[config.mk]
export PLATFORM = sky130hd
export DESIGN_NAME = keypad_scanner
export DESIGN_NICKNAME = d
export VERILOG_FILES = /design/src/rtl/keypad_pkg.sv /design/src/rtl/sync_2ff.sv /design/src/rtl/keypad_scanner.sv
export SDC_FILE = /design/constraint.sdc
export NUM_CORES = 1
export LEC_CHECK = 0
export BUFFER_PORTS_ARGS = -buffer_cell sky130_fd_sc_hd__buf_4
export CAP_MARGIN = 20
export CORE_ASPECT_RATIO = 1.1
export CORE_MARGIN = 2
export CORE_UTILIZATION = 35
export CTS_BUF_LIST = sky130_fd_sc_hd__clkbuf_16
export CTS_CLUSTER_DIAMETER = 40
export DETAILED_ROUTE_END_ITERATION = 7
export PLACE_DENSITY = 0.54
export SLEW_MARGIN = 10
export SYNTH_ARGS = -nofsm -noshare
export SYNTH_HDL_FRONTEND = slang
export SYNTH_SLANG_ARGS = --single-unit
export TNS_END_PERCENT = 100
[constraint.sdc]
create_clock -name clk -period 7.7 [get_ports clk]
set_input_delay 0.77 -clock clk [delete_from_list [all_inputs] [get_ports clk]]
set_output_delay 0.77 -clock clk [all_outputs]
set_load 0.02 [all_outputs]
[src/rtl/keypad_pkg.sv]
// keypad_pkg: key codes shared with the calculator FSM, key lookup table, scanner state type.
// No ports. Key index is row*4+col; code 15 (CLR) doubles as the idle/reset code.
package keypad_pkg;
  localparam logic [7:0] KEY_ADD = 8'd10;
  localparam logic [7:0] KEY_SUB = 8'd11;
  localparam logic [7:0] KEY_STO = 8'd12;
  localparam logic [7:0] KEY_RCL = 8'd13;
  localparam logic [7:0] KEY_EQ  = 8'd14;
  localparam logic [7:0] KEY_CLR = 8'd15;
  localparam logic [7:0] KEY_CODE [16] = '{
    8'd1,    8'd2, 8'd3,   KEY_ADD,
    8'd4,    8'd5, 8'd6,   KEY_SUB,
    8'd7,    8'd8, 8'd9,   KEY_STO,
    KEY_RCL, 8'd0, KEY_EQ, KEY_CLR
  };
  typedef enum logic [1:0] {SCAN, DEB_PRESS, PRESSED, DEB_RELEASE} scan_state_t;
  function automatic logic [1:0] low_row(input logic [3:0] rows);
    return !rows[0] ? 2'd0 : !rows[1] ? 2'd1 : !rows[2] ? 2'd2 : 2'd3;
  endfunction
endpackage

[src/rtl/sync_2ff.sv]
// sync_2ff: two-flop synchronizer for asynchronous inputs.
// Ports: clk, reset (async, active-high), i_d async input, o_q synchronized output (RST_VAL on reset).
module sync_2ff #(
  parameter int WIDTH = 1,
  parameter logic [WIDTH-1:0] RST_VAL = '0
) (
  input  logic             clk,
  input  logic             reset,
  input  logic [WIDTH-1:0] i_d,
  output logic [WIDTH-1:0] o_q
);
  logic [WIDTH-1:0] r_meta, r_sync;
  always_ff @(posedge clk or posedge reset)
    if (reset) begin
      r_meta <= RST_VAL;
      r_sync <= RST_VAL;
    end else begin
      r_meta <= i_d;
      r_sync <= r_meta;
    end
  assign o_q = r_sync;
endmodule

[src/rtl/keypad_scanner.sv]
// keypad_scanner: scans a 4x4 active-low keypad, debounces, and emits calculator key codes.
// Ports: clk, reset (async, active-high), row_i (rows, active-low), col_o (one-hot-zero column drive),
//        tecla (last accepted key code), ready (high while accepted key held),
//        key_strobe (only with KEYPAD_STROBE_EN: one-cycle pulse on ready rise).
module keypad_scanner
  import keypad_pkg::*;
#(
  parameter int SCAN_DIV     = 50000,
  parameter int DEBOUNCE_CNT = 4
) (
  input  logic       clk,
  input  logic       reset,
  input  logic [3:0] row_i,
  output logic [3:0] col_o,
  output logic [7:0] tecla,
  output logic       ready
`ifdef KEYPAD_STROBE_EN
  ,
  output logic       key_strobe
`endif
);
  localparam int DW = $clog2(SCAN_DIV);
  localparam int CW = $clog2(DEBOUNCE_CNT + 1);
  scan_state_t r_state, w_state_n;
  logic [DW-1:0] r_div;
  logic [CW-1:0] r_cnt, w_cnt_n, w_inc;
  logic [1:0]    r_col, w_col_n;
  logic [3:0]    r_pat, w_pat_n, w_rows;
  logic [7:0]    r_tecla, w_tecla_n;
  logic          r_ready, w_ready_n, w_sample, w_done;
  sync_2ff #(.WIDTH(4), .RST_VAL(4'hF)) u_sync (
    .clk   (clk),
    .reset (reset),
    .i_d   (row_i),
    .o_q   (w_rows)
  );
  assign w_sample = r_div == DW'(SCAN_DIV - 1);
  // Entering a debounce run (from SCAN or PRESSED) restarts the count at 1.
  assign w_inc  = (r_state == SCAN || r_state == PRESSED) ? CW'(1) : r_cnt + CW'(1);
  assign w_done = w_inc == CW'(DEBOUNCE_CNT);
  always_comb begin
    w_state_n = r_state;
    w_col_n   = r_col;
    w_pat_n   = r_pat;
    w_cnt_n   = r_cnt;
    w_tecla_n = r_tecla;
    w_ready_n = r_ready;
    if (w_sample)
      case (r_state)
        SCAN, DEB_PRESS:
          if (r_state == SCAN ? $onehot(~w_rows) : w_rows == r_pat) begin
            w_pat_n   = w_rows;
            w_cnt_n   = w_inc;
            w_state_n = w_done ? PRESSED : DEB_PRESS;
            w_tecla_n = w_done ? KEY_CODE[{low_row(w_rows), r_col}] : r_tecla;
            w_ready_n = w_done;
          end else begin
            w_state_n = SCAN;
            w_col_n   = r_col + 2'd1;
          end
        PRESSED, DEB_RELEASE:
          if (&w_rows) begin
            w_cnt_n   = w_inc;
            w_state_n = w_done ? SCAN : DEB_RELEASE;
            w_col_n   = w_done ? r_col + 2'd1 : r_col;
            w_ready_n = !w_done;
          end else
            w_state_n = PRESSED;
      endcase
  end
  always_ff @(posedge clk or posedge reset)
    if (reset) begin
      r_state <= SCAN;
      r_div   <= '0;
      r_cnt   <= '0;
      r_col   <= '0;
      r_pat   <= '1;
      r_tecla <= KEY_CLR;
      r_ready <= 1'b0;
    end else begin
      r_state <= w_state_n;
      r_div   <= w_sample ? '0 : r_div + DW'(1);
      r_cnt   <= w_cnt_n;
      r_col   <= w_col_n;
      r_pat   <= w_pat_n;
      r_tecla <= w_tecla_n;
      r_ready <= w_ready_n;
    end
  assign col_o = ~(4'b0001 << r_col);
  assign tecla = r_tecla;
  assign ready = r_ready;
`ifdef KEYPAD_STROBE_EN
  logic r_strobe;
  always_ff @(posedge clk or posedge reset)
    if (reset) r_strobe <= 1'b0;
    else r_strobe <= w_ready_n & ~r_ready;
  assign key_strobe = r_strobe;
`endif
endmodule
**Word level (Yosys, flattened, before mapping)**

Memories as Yosys holds them, arrays and structs flattened. A register that Yosys moved wholly into a read port is not among the register bits.
Cells that the tools add are included.

- Flip-flop bits (word level): 36
- Memory bits (read-only): 128
- Input bits: 6
- Output and inout bits: 13
- Logic and storage cells: 61
- Memories kept: 1

Memory list:

| name | words | bits a word | read ports | clocked after Yosys merged registers in | write ports | line | text |
|---|---|---|---|---|---|---|---|
| (name not given) | 16 | 8 | 1 | 1 | 0 | keypad_scanner.sv:55 | `w_tecla_n = w_done ? KEY_CODE[{low_row(w_rows), r_col}] : r_tecla;` |

- $add $sub $neg: 6
- Equality and inequality tests: 11
- Shift operators: 1
- Muxes and demuxes: 21
- Bitwise gates (word level): 3
- Reduce and logical (&&, ||, !) cells: 10

Operator list:

| operator | count |
|---|---|
| 2-bit two-way mux | 9 |
| 16-bit by 1-bit adder with 16-bit output (second input constant) | 1 |
| 16-bit == test (second input constant) | 1 |
| 16-bit two-way mux | 1 |
| 4-bit AND reduction | 3 |
| 3-bit two-way mux | 3 |
| 2-bit != test (second input constant) | 4 |
| 4-bit inverter | 2 |
| 2-bit one-hot mux with 2 select lines | 2 |
| 3-bit one-hot mux with 2 select lines | 1 |
| 3-bit AND reduction | 2 |
| 4-bit inverter with 5-bit output | 1 |
| 1-bit by 1-bit adder with 2-bit output | 2 |
| 2-bit == test (second input constant) | 2 |
| 4-bit == test | 1 |
| 1-bit two-way mux | 4 |
| 2-bit OR reduction | 2 |
| 1-bit by 2-bit left shift with 4-bit output (first input constant) | 1 |
| 2-bit by 2-bit adder with 3-bit output | 1 |
| 3-bit by 1-bit adder with 3-bit output (second input constant) | 1 |
| 3-bit by 1-bit == test with 1-bit output (second input constant) | 1 |
| 3-bit == test (second input constant) | 1 |
| 2-bit by 1-bit adder with 2-bit output (second input constant) | 1 |
| 2-bit by 1-bit == test with 1-bit output (second input constant) | 1 |
| other kinds (4) | 4 |

**Logic depth before layout (Yosys ltp)**

Gate-level depths: netlist (run 1).

- Depth in word-level cells: 7
- Gate-level depth with buffers: 9
- Depth with buffers taken out: 9

**Hierarchy**

A second synthesis (run 1) with hierarchy kept.

- Cells, all modules: 182
- Area, all modules: 2055.7 µm²

By module, submodules not included:

| module | times used | cells each | area an instance (µm²) | sequential area each (µm²) |
|---|---|---|---|---|
| keypad_scanner | 1 | 173 | 1841.8 | 810.8 |
| sync_2ff | 1 | 9 | 214.0 | 210.2 |

**Worst setup path before layout (run 1)**

OpenSTA, ideal clock, no wires.

- Path type: flip-flop to flip-flop
- Start: register u_sync.r_sync[1], in the netlist u_sync.o_q[1]
- End: register r_tecla[0], in the netlist tecla[0]
- Setup time: 82 ps
- Arrival: 2784 ps
- Data required time: 7618 ps
- Slack: 4834 ps
- Stages on the path, launching flop included: 9
- Buffers on the path: 0
- Period minus slack after synthesis: 2866 ps
- Cells stage by stage: dfstp_2 fa_1 inv_1 ha_1 ha_1 or4b_2 o22a_2 nor2_4 mux2_2

- Longest elaborated chain between the ends: 6
- Elaborated cells between the ends (all ways): 10
- Those cells by class: 2 x add/sub; 2 x eq/ne; 3 x mux; 2 x bitwise; 1 x reduce/logical

Ends and longest elaborated chain:

| element | line | text |
|---|---|---|
| from (decl) | sync_2ff.sv:12 | `logic [WIDTH-1:0] r_meta, r_sync;` |
| from (signal assigned) | sync_2ff.sv:19 | `r_sync <= r_meta;` |
| 4-bit inverter | keypad_scanner.sv:51 | `if (r_state == SCAN ? $onehot(~w_rows) : w_rows == r_pat) begin` |
| 1-bit by 1-bit adder with 2-bit output (not written as such) | keypad_scanner.sv:51 |  |
| 2-bit by 2-bit adder with 3-bit output (not written as such) | keypad_scanner.sv:51 |  |
| 3-bit by 1-bit == test with 1-bit output | keypad_scanner.sv:51 |  |
| 1-bit two-way mux | keypad_scanner.sv:51 |  |
| 4-bit AND reduction (no line) | -- |  |
| to (decl) | keypad_scanner.sv:29 | `logic [7:0] r_tecla, w_tecla_n;` |

Parallel ways exist; a longest one is shown, timed or not.
A chain may end at the register's enable or synchronous reset.

**Worst setup path after layout (run 1)**

- Start: register u_sync.r_sync[1], in the netlist u_sync.o_q[1]
- End: register r_tecla[1], in the netlist tecla[1]

The elaborated chain is that of the path after synthesis.

==> results of run 1 <==
-- worst max-delay path by stage --
stage / startpoint / endpoint / slack, ns / cells after the start
after CTS: u_sync.o_q[1] / tecla[1] / 4.72 / 8
final: u_sync.o_q[1] / tecla[1] / 4.73 / 8
after floorplan: u_sync.o_q[1] / tecla[0] / 4.83 / 8
after global placement: u_sync.o_q[1] / tecla[0] / 4.76 / 8
after global routing: u_sync.o_q[1] / tecla[1] / 4.60 / 8
after detailed placement: u_sync.o_q[1] / tecla[1] / 4.73 / 8
-- layout make-up --
class | count | area share
inverter | 16 | 0.02462
tap | 77 | 0.03949
sequential | 40 | 0.4185
clock buffer | 6 | 0.06154
clock inverter | 2 | 0.005128
multi-input combinational | 121 | 0.4046
timing repair buffer | 15 | 0.04615
-- where the power goes --
part           leakage (nW)  total (mW)  internal, mW  switching [mW]
combinational         0.546      0.0246       0.00912          0.0155
sequential            0.488       0.216         0.214         0.00195
clock                0.0780       0.221         0.139          0.0823
total                  1.11       0.462         0.363          0.0998
-- state kept, by name (all words and copies together) (netlist names) --
signal,count
u_sync.r_meta,4
ready,1
r_cnt,3
r_pat,4
r_state,2
r_col,2
tecla,4
r_div,16
u_sync.o_q,4
-- layer usage --
metal / vias up / routed length [um] / global-route usage / part of all wire
met5: - / 0 / 0 / 0
met4: 0 / 75 / 0.05742 / 0.023
met3: 6 / 96 / 0.03125 / 0.029
met2: 15 / 1551 / 0.1795 / 0.47
met1: 611 / 1588 / 0.1392 / 0.48
li1: 642 / - / - / -
-- cells in the mapped netlist, drive strengths merged --
master | number | area [sq um]
a211o | 2 | 17.52
a21bo | 1 | 10.01
a21oi | 2 | 10.01
a22o | 1 | 8.760
a31oi | 2 | 12.51
and2b | 1 | 10.01
and3 | 3 | 18.77
and4 | 1 | 10.01
buf | 5 | 41.29
bufbuf | 1 | 32.53
clkbuf | 2 | 17.51
conb | 1 | 3.750
dfrtp | 24 | 600.6
dfstp | 16 | 420.4
fa | 1 | 20.02
ha | 12 | 150.1
inv | 16 | 60.05
mux2 | 10 | 120.1
mux2i | 4 | 40.04
nand2 | 8 | 37.54
nand2b | 1 | 6.260
nand3 | 9 | 45.04
nand3b | 2 | 27.53
nand4 | 3 | 18.77
nand4bb | 1 | 16.27
nor2 | 14 | 67.56
nor2b | 1 | 6.260
nor3 | 5 | 25.02
nor3b | 1 | 7.510
nor4 | 2 | 27.53
nor4b | 1 | 8.760
o21ai | 3 | 15.01
o22a | 1 | 10.01
o2bb2ai | 1 | 8.760
or2 | 1 | 6.260
or4b | 2 | 23.77
or4bb | 1 | 11.26
xnor2 | 12 | 105.1
xor2 | 8 | 70.07
-- critical path, cell delays in order, from the launching register on --
cell and delay [ns]:
dfstp_2 0.58, fa_1 0.42, inv_1 0.06, ha_1 0.13, ha_1 0.23, or4b_2 0.64, o22a_2 0.29, nor2_4 0.19
mux2_2 0.35
-- cell families after synthesis --
kind of cell,after synthesis
buffers and inverters,24
XOR/XNOR,20
flip-flops,40
adder cells (fa/ha/maj),13
AO/OA/AOI/OAI,13
AND/OR/NAND/NOR,57
other,1
multiplexers,14
-- metrics by stage --
stage	cells	cell area (sq um)	hold WS, ns	total power, mW	util
floorplan	185	2160	0.3452	0.2419	-
global placement	269	2277	0.3455	0.2449	0.3898
detailed placement	269	2277	0.3468	0.2450	0.3898
CTS	277	2440	0.3557	0.4717	0.4176
global route	277	2440	0.3588	0.4830	0.4176
finish	277	2440	0.3553	0.4623	0.4176
==> flow_summary.json, run 1 <==
{
  "outcome": "completed",
  "drtAntennaViolNets": 0,
  "hold_buffers": 0,
  "finalSetupViolCount": 0,
  "fp-row-count": 29,
  "max_freq_mhz": 337.1,
  "synth_top_family_by_area": "simple AND/OR/NAND/NOR gates",
  "hold_violations": 0,
  "min-delay-start": "u_sync.r_meta[0]",
  "arrival_ns": 3.18,
  "hp-class": "reg2reg",
  "rr_endpoint": "tecla[1]",
  "synth_compound_area_frac": 0.04310,
  "finish.net_count": 218,
  "ir_drop_mv": 0.1325,
  "clk_pin_slew_ns": 0.06,
  "leakagePower_nw": 1.111,
  "io_buffers": 14,
  "post_drt_wl_per_cell_um": 11.96,
  "cts_root_buffer": "clkbuf_16",
  "antenna_found_initial": 0,
  "wl_um": 3312,
  "power_density_mw_per_mm2": 189.5,
  "design.core.area_sq_mm": 0.005842,
  "synthAdderAreaFrac": 0.07921,
  "syn_avg_cell_area_sq_um": 11.80,
  "grt_pass1_wl_um": 5858,
  "antenna-diode-count": 0,
  "clockBufferDepth": 2,
  "skew_ns": 0.004080,
  "drive_gt1_frac": 0.3050,
  "hold_end": "u_sync.o_q[0]",
  "slew_headroom": 0.4487,
  "cts_tree": "done",
  "drt-vias-per-instance": 4.599,
  "vias": 1274,
  "yosys.area_share.simple": 0.1741,
  "syn_to_final_growth_pct": 13.57,
  "worst-r2r-cell-count": 8,
  "clk_latency_ns": 0.28,
  "synthMuxAreaShare": 0.07455,
  "syn-cell-area_sq_mm": 0.002148,
  "num_io_pins": 19,
  "reg2reg_from": "u_sync.o_q[1]",
  "synthCells": 182,
  "synth_seq_cells": 40,
  "final.period_utilization": 0.3852,
  "ys_seq_area_frac": 0.4752,
  "seq_area_sq_mm": 0.001021,
  "tns_ns": 0,
  "final_common_cell": "dfrtp_1",
  "maxSlewViolCount": 0,
  "start_util": 0.3677,
  "cp-end-kind": "flip-flop",
  "grt_usage": 0.1123,
  "rrSetupSlack_ns": 4.73,
  "crit_type": "reg2reg",
  "multi_input_comb_area_sq_um": 987.2,
  "whs_path_depth": 0,
  "layout_common_cells": "dfrtp_1 (24), dfstp_2 (16), inv_1 (15), buf_4 (15)",
  "hpwlAfterDp_um": 2363,
  "dieArea_sq_mm": 0.006782,
  "tightest_slew_ns": 0.8183,
  "drtIter0Drc": 35,
  "rsz0062_at_grt": "false",
  "die_height_um": 86.17,
  "cts_sinks": 40,
  "overflow": 0,
  "min_period_ns": 2.966,
  "nFillCells": 563,
  "critical_path.max_fanout": 5,
  "yosys.area_share.xor_xnor": 0.08154,
  "cts_resized": 0,
  "ys_types": 50,
  "die_w_um": 78.70,
  "drc": 0,
  "worst_slack_ns": 4.734,
  "cap_viol_max_count": 0,
  "gp_congestion": 0.7504,
  "grt_pass1_vias": 1311,
  "post-cts-setup-buffers": 0,
  "first_pass_iters": 4,
  "numCtsBuffers": 5,
  "required_ns": 7.91,
  "h-tree-depth": 2,
  "ys_warn_count": 0,
  "start_kind": "flip-flop",
  "grt_max_degree": 41,
  "preCtsSetupSlack_ns": 4.728
}
Power figures use the tool's default switching activity.
==> run 2, diff against run 1 <==
--- a/config.mk
+++ b/config.mk
@@ -13,7 +13,7 @@
 export CTS_BUF_LIST = sky130_fd_sc_hd__clkbuf_16
 export CTS_CLUSTER_DIAMETER = 40
 export DETAILED_ROUTE_END_ITERATION = 7
-export PLACE_DENSITY = 0.54
+export PLACE_DENSITY = 0.55
 export SLEW_MARGIN = 10
 export SYNTH_ARGS = -nofsm -noshare
 export SYNTH_HDL_FRONTEND = slang
==> constraint.sdc (replaced) <==
create_clock -name clk -period 2.6 [get_ports clk]
set_input_delay 0.26 -clock clk [delete_from_list [all_inputs] [get_ports clk]]
set_output_delay 0.26 -clock clk [all_outputs]
set_load 0.02 [all_outputs]
==> run 2 against run 1 <==
Compared with the run above:
- the flow now finishes with violations (negative setup slack)
- global-route usage rose by 0.58 points
- critical path type unchanged
- worst hold slack got worse by 0.26 ns
- largest power group is now registers
- final cell count up 4.3%
==> flow_summary.json, run 2 (synthesized netlist as in run 1, its figures left out) <==
{
  "overflow": 0,
  "grt_usage": 0.1180,
  "start_kind": "flip-flop",
  "critPathCapture": "r_col[1]",
  "rr_endpoint": "r_col[1]",
  "clk_pin_slew_ns": 0.06,
  "cp.depth": 9,
  "drc": 0,
  "place_area_sq_mm": 0.002379,
  "post_drt_wl_per_cell_um": 12.16,
  "grt_max_degree": 41,
  "power_density_mw_per_mm2": 511.4,
  "cp_slowest_stage_delay_ns": 0.54,
  "rrSetupSlack_ns": -0.08,
  "grt_pass1_vias": 1385,
  "antenna-diode-count": 0,
  "dieArea_sq_mm": 0.006782,
  "finalSetupViolCount": 9,
  "num_io_pins": 19,
  "hpwlAfterDp_um": 2491,
  "crit_chain": "fa_1 > inv_2 > ha_4 > ha_4 > or4b_4 > o22a_4 > buf_4 > nand3b_4 > mux2_4",
  "wl_um": 3515,
  "cts_root_buffer": "clkbuf_16",
  "slowest_stage": "dfstp_2",
  "hold_slack_ns": 0.09229,
  "design_area_sq_mm": 0.002570,
  "arrival_ns": 2.84,
  "rsz0062_at_grt": "true",
  "antenna_found_initial": 0,
  "numCtsBuffers": 5,
  "crit_top_cell": "ha_4",
  "h-tree-depth": 2,
  "leakagePower_nw": 1.174,
  "io_buffers": 14,
  "violations": "negative setup slack",
  "hold_violations": 0,
  "drtAntennaViolNets": 0,
  "drive_gt1_frac": 0.3585,
  "die_w_um": 78.70,
  "maxSlewViolCount": 0,
  "largest_reg_flops": 16,
  "first_pass_iters": 4,
  "syn_to_final_growth_pct": 19.63,
  "clockBufferDepth": 2,
  "slew_headroom": 0.6639,
  "gp_congestion": 0.7051,
  "preCtsSetupSlack_ns": -0.1301,
  "cp-end-kind": "flip-flop",
  "outcome": "finished, violations left",
  "design.core.area_sq_mm": 0.005842,
  "cp.buffers_inverters": 2,
  "worst-r2r-cell-count": 9,
  "ir_drop_mv": 0.3367,
  "skew_ns": 0.004958,
  "min_period_ns": 2.682,
  "nFillCells": 553,
  "finish.net_count": 230,
  "final.period_utilization": 1.032,
  "critical_path.max_fanout": 3,
  "cap_viol_max_count": 0,
  "cts_tree": "done",
  "layout_common_cells": "buf_4 (26), dfrtp_1 (24), inv_1 (16), dfstp_2 (16)",
  "hold_buffers": 0,
  "regMostFlops": "r_div",
  "crit_path_start": "u_sync.o_q[1]",
  "worst_slack_ns": -0.08225,
  "hp-class": "in2reg",
  "fp-row-count": 29,
  "vias": 1343,
  "start_util": 0.3677,
  "final_common_cell": "buf_4",
  "reg2reg_from": "u_sync.o_q[1]",
  "drtIter0Drc": 23,
  "die_height_um": 86.17,
  "cts_sinks": 40,
  "max_freq_mhz": 372.8,
  "drt-vias-per-instance": 4.647,
  "crit_family": "adder cells",
  "crit_type": "reg2reg",
  "tightest_slew_ns": 0.5041,
  "required_ns": 2.76,
  "grt_pass1_wl_um": 6396,
  "clk_latency_ns": 0.27
}
run 2: worst min path at each step:
| stage | startpoint | end | slack [ns] | depth (start not counted) |
|---|---|---|---|---|
| global route | row_i[2] | u_sync.r_meta[2] | 0.09 | 1 |
| CTS | row_i[1] | u_sync.r_meta[1] | 0.09 | 1 |
| global placement | u_sync.r_meta[2] | u_sync.o_q[2] | 0.35 | 0 |
| finish | row_i[2] | u_sync.r_meta[2] | 0.09 | 1 |
| floorplan | row_i[0] | u_sync.r_meta[0] | 0.26 | 0 |
| detailed placement | u_sync.r_meta[2] | u_sync.o_q[2] | 0.35 | 0 |
run 2: cell type report:
class / count / area (sq um) / share of cell area
Multi-Input combinational cell: 121 / 1050 / 0.4085
Sequential cell: 40 / 1021 / 0.3973
Timing Repair Buffer: 27 / 206.4 / 0.08033
Clock buffer: 5 / 125.1 / 0.04869
Tap cell: 77 / 96.34 / 0.03749
Inverter: 16 / 60.06 / 0.02337
Clock inverter: 3 / 11.26 / 0.004382
run 2: repair_timing:
| item | 4_1_cts | 5_1_grt |
|---|---|---|
| setup endpoints to repair | 12 | 12 |
| gates resized for setup | 5 | 4 |
| pin swaps | 0 | 2 |
| setup buffers | 0 | 2 |
| hold endpoints to repair | 0 | 0 |
run 2: stage by stage:
| step | total power, mW | setup TNS [ns] | util | std cells |
|---|---|---|---|---|
| global placement | 0.7433 | -0.5916 | 0.4072 | 279 |
| finish | 1.314 | -0.3417 | 0.4399 | 289 |
| global route | 1.374 | -1.080 | 0.4399 | 289 |
| CTS | 1.329 | -0.7457 | 0.4344 | 287 |
| detailed placement | 0.7438 | -0.8291 | 0.4072 | 279 |
| floorplan | 0.7216 | -0.2746 | - | 185 |
run 2: power breakdown:
part / switching, mW / leakage (nW) / internal [mW]
combinational: 0.0581 / 0.612 / 0.0506
clock: 0.223 / 0.0738 / 0.345
sequential: 0.00319 / 0.488 / 0.635
total: 0.284 / 1.17 / 1.03
run 2: per-layer routing:
layer	part of all wire	vias up	GRT usage
met3	0.028	2	0.02500
met5	0	-	0
met4	0.0060	0	0.03349
li1	-	667	-
met1	0.47	654	0.1532
met2	0.50	20	0.1997
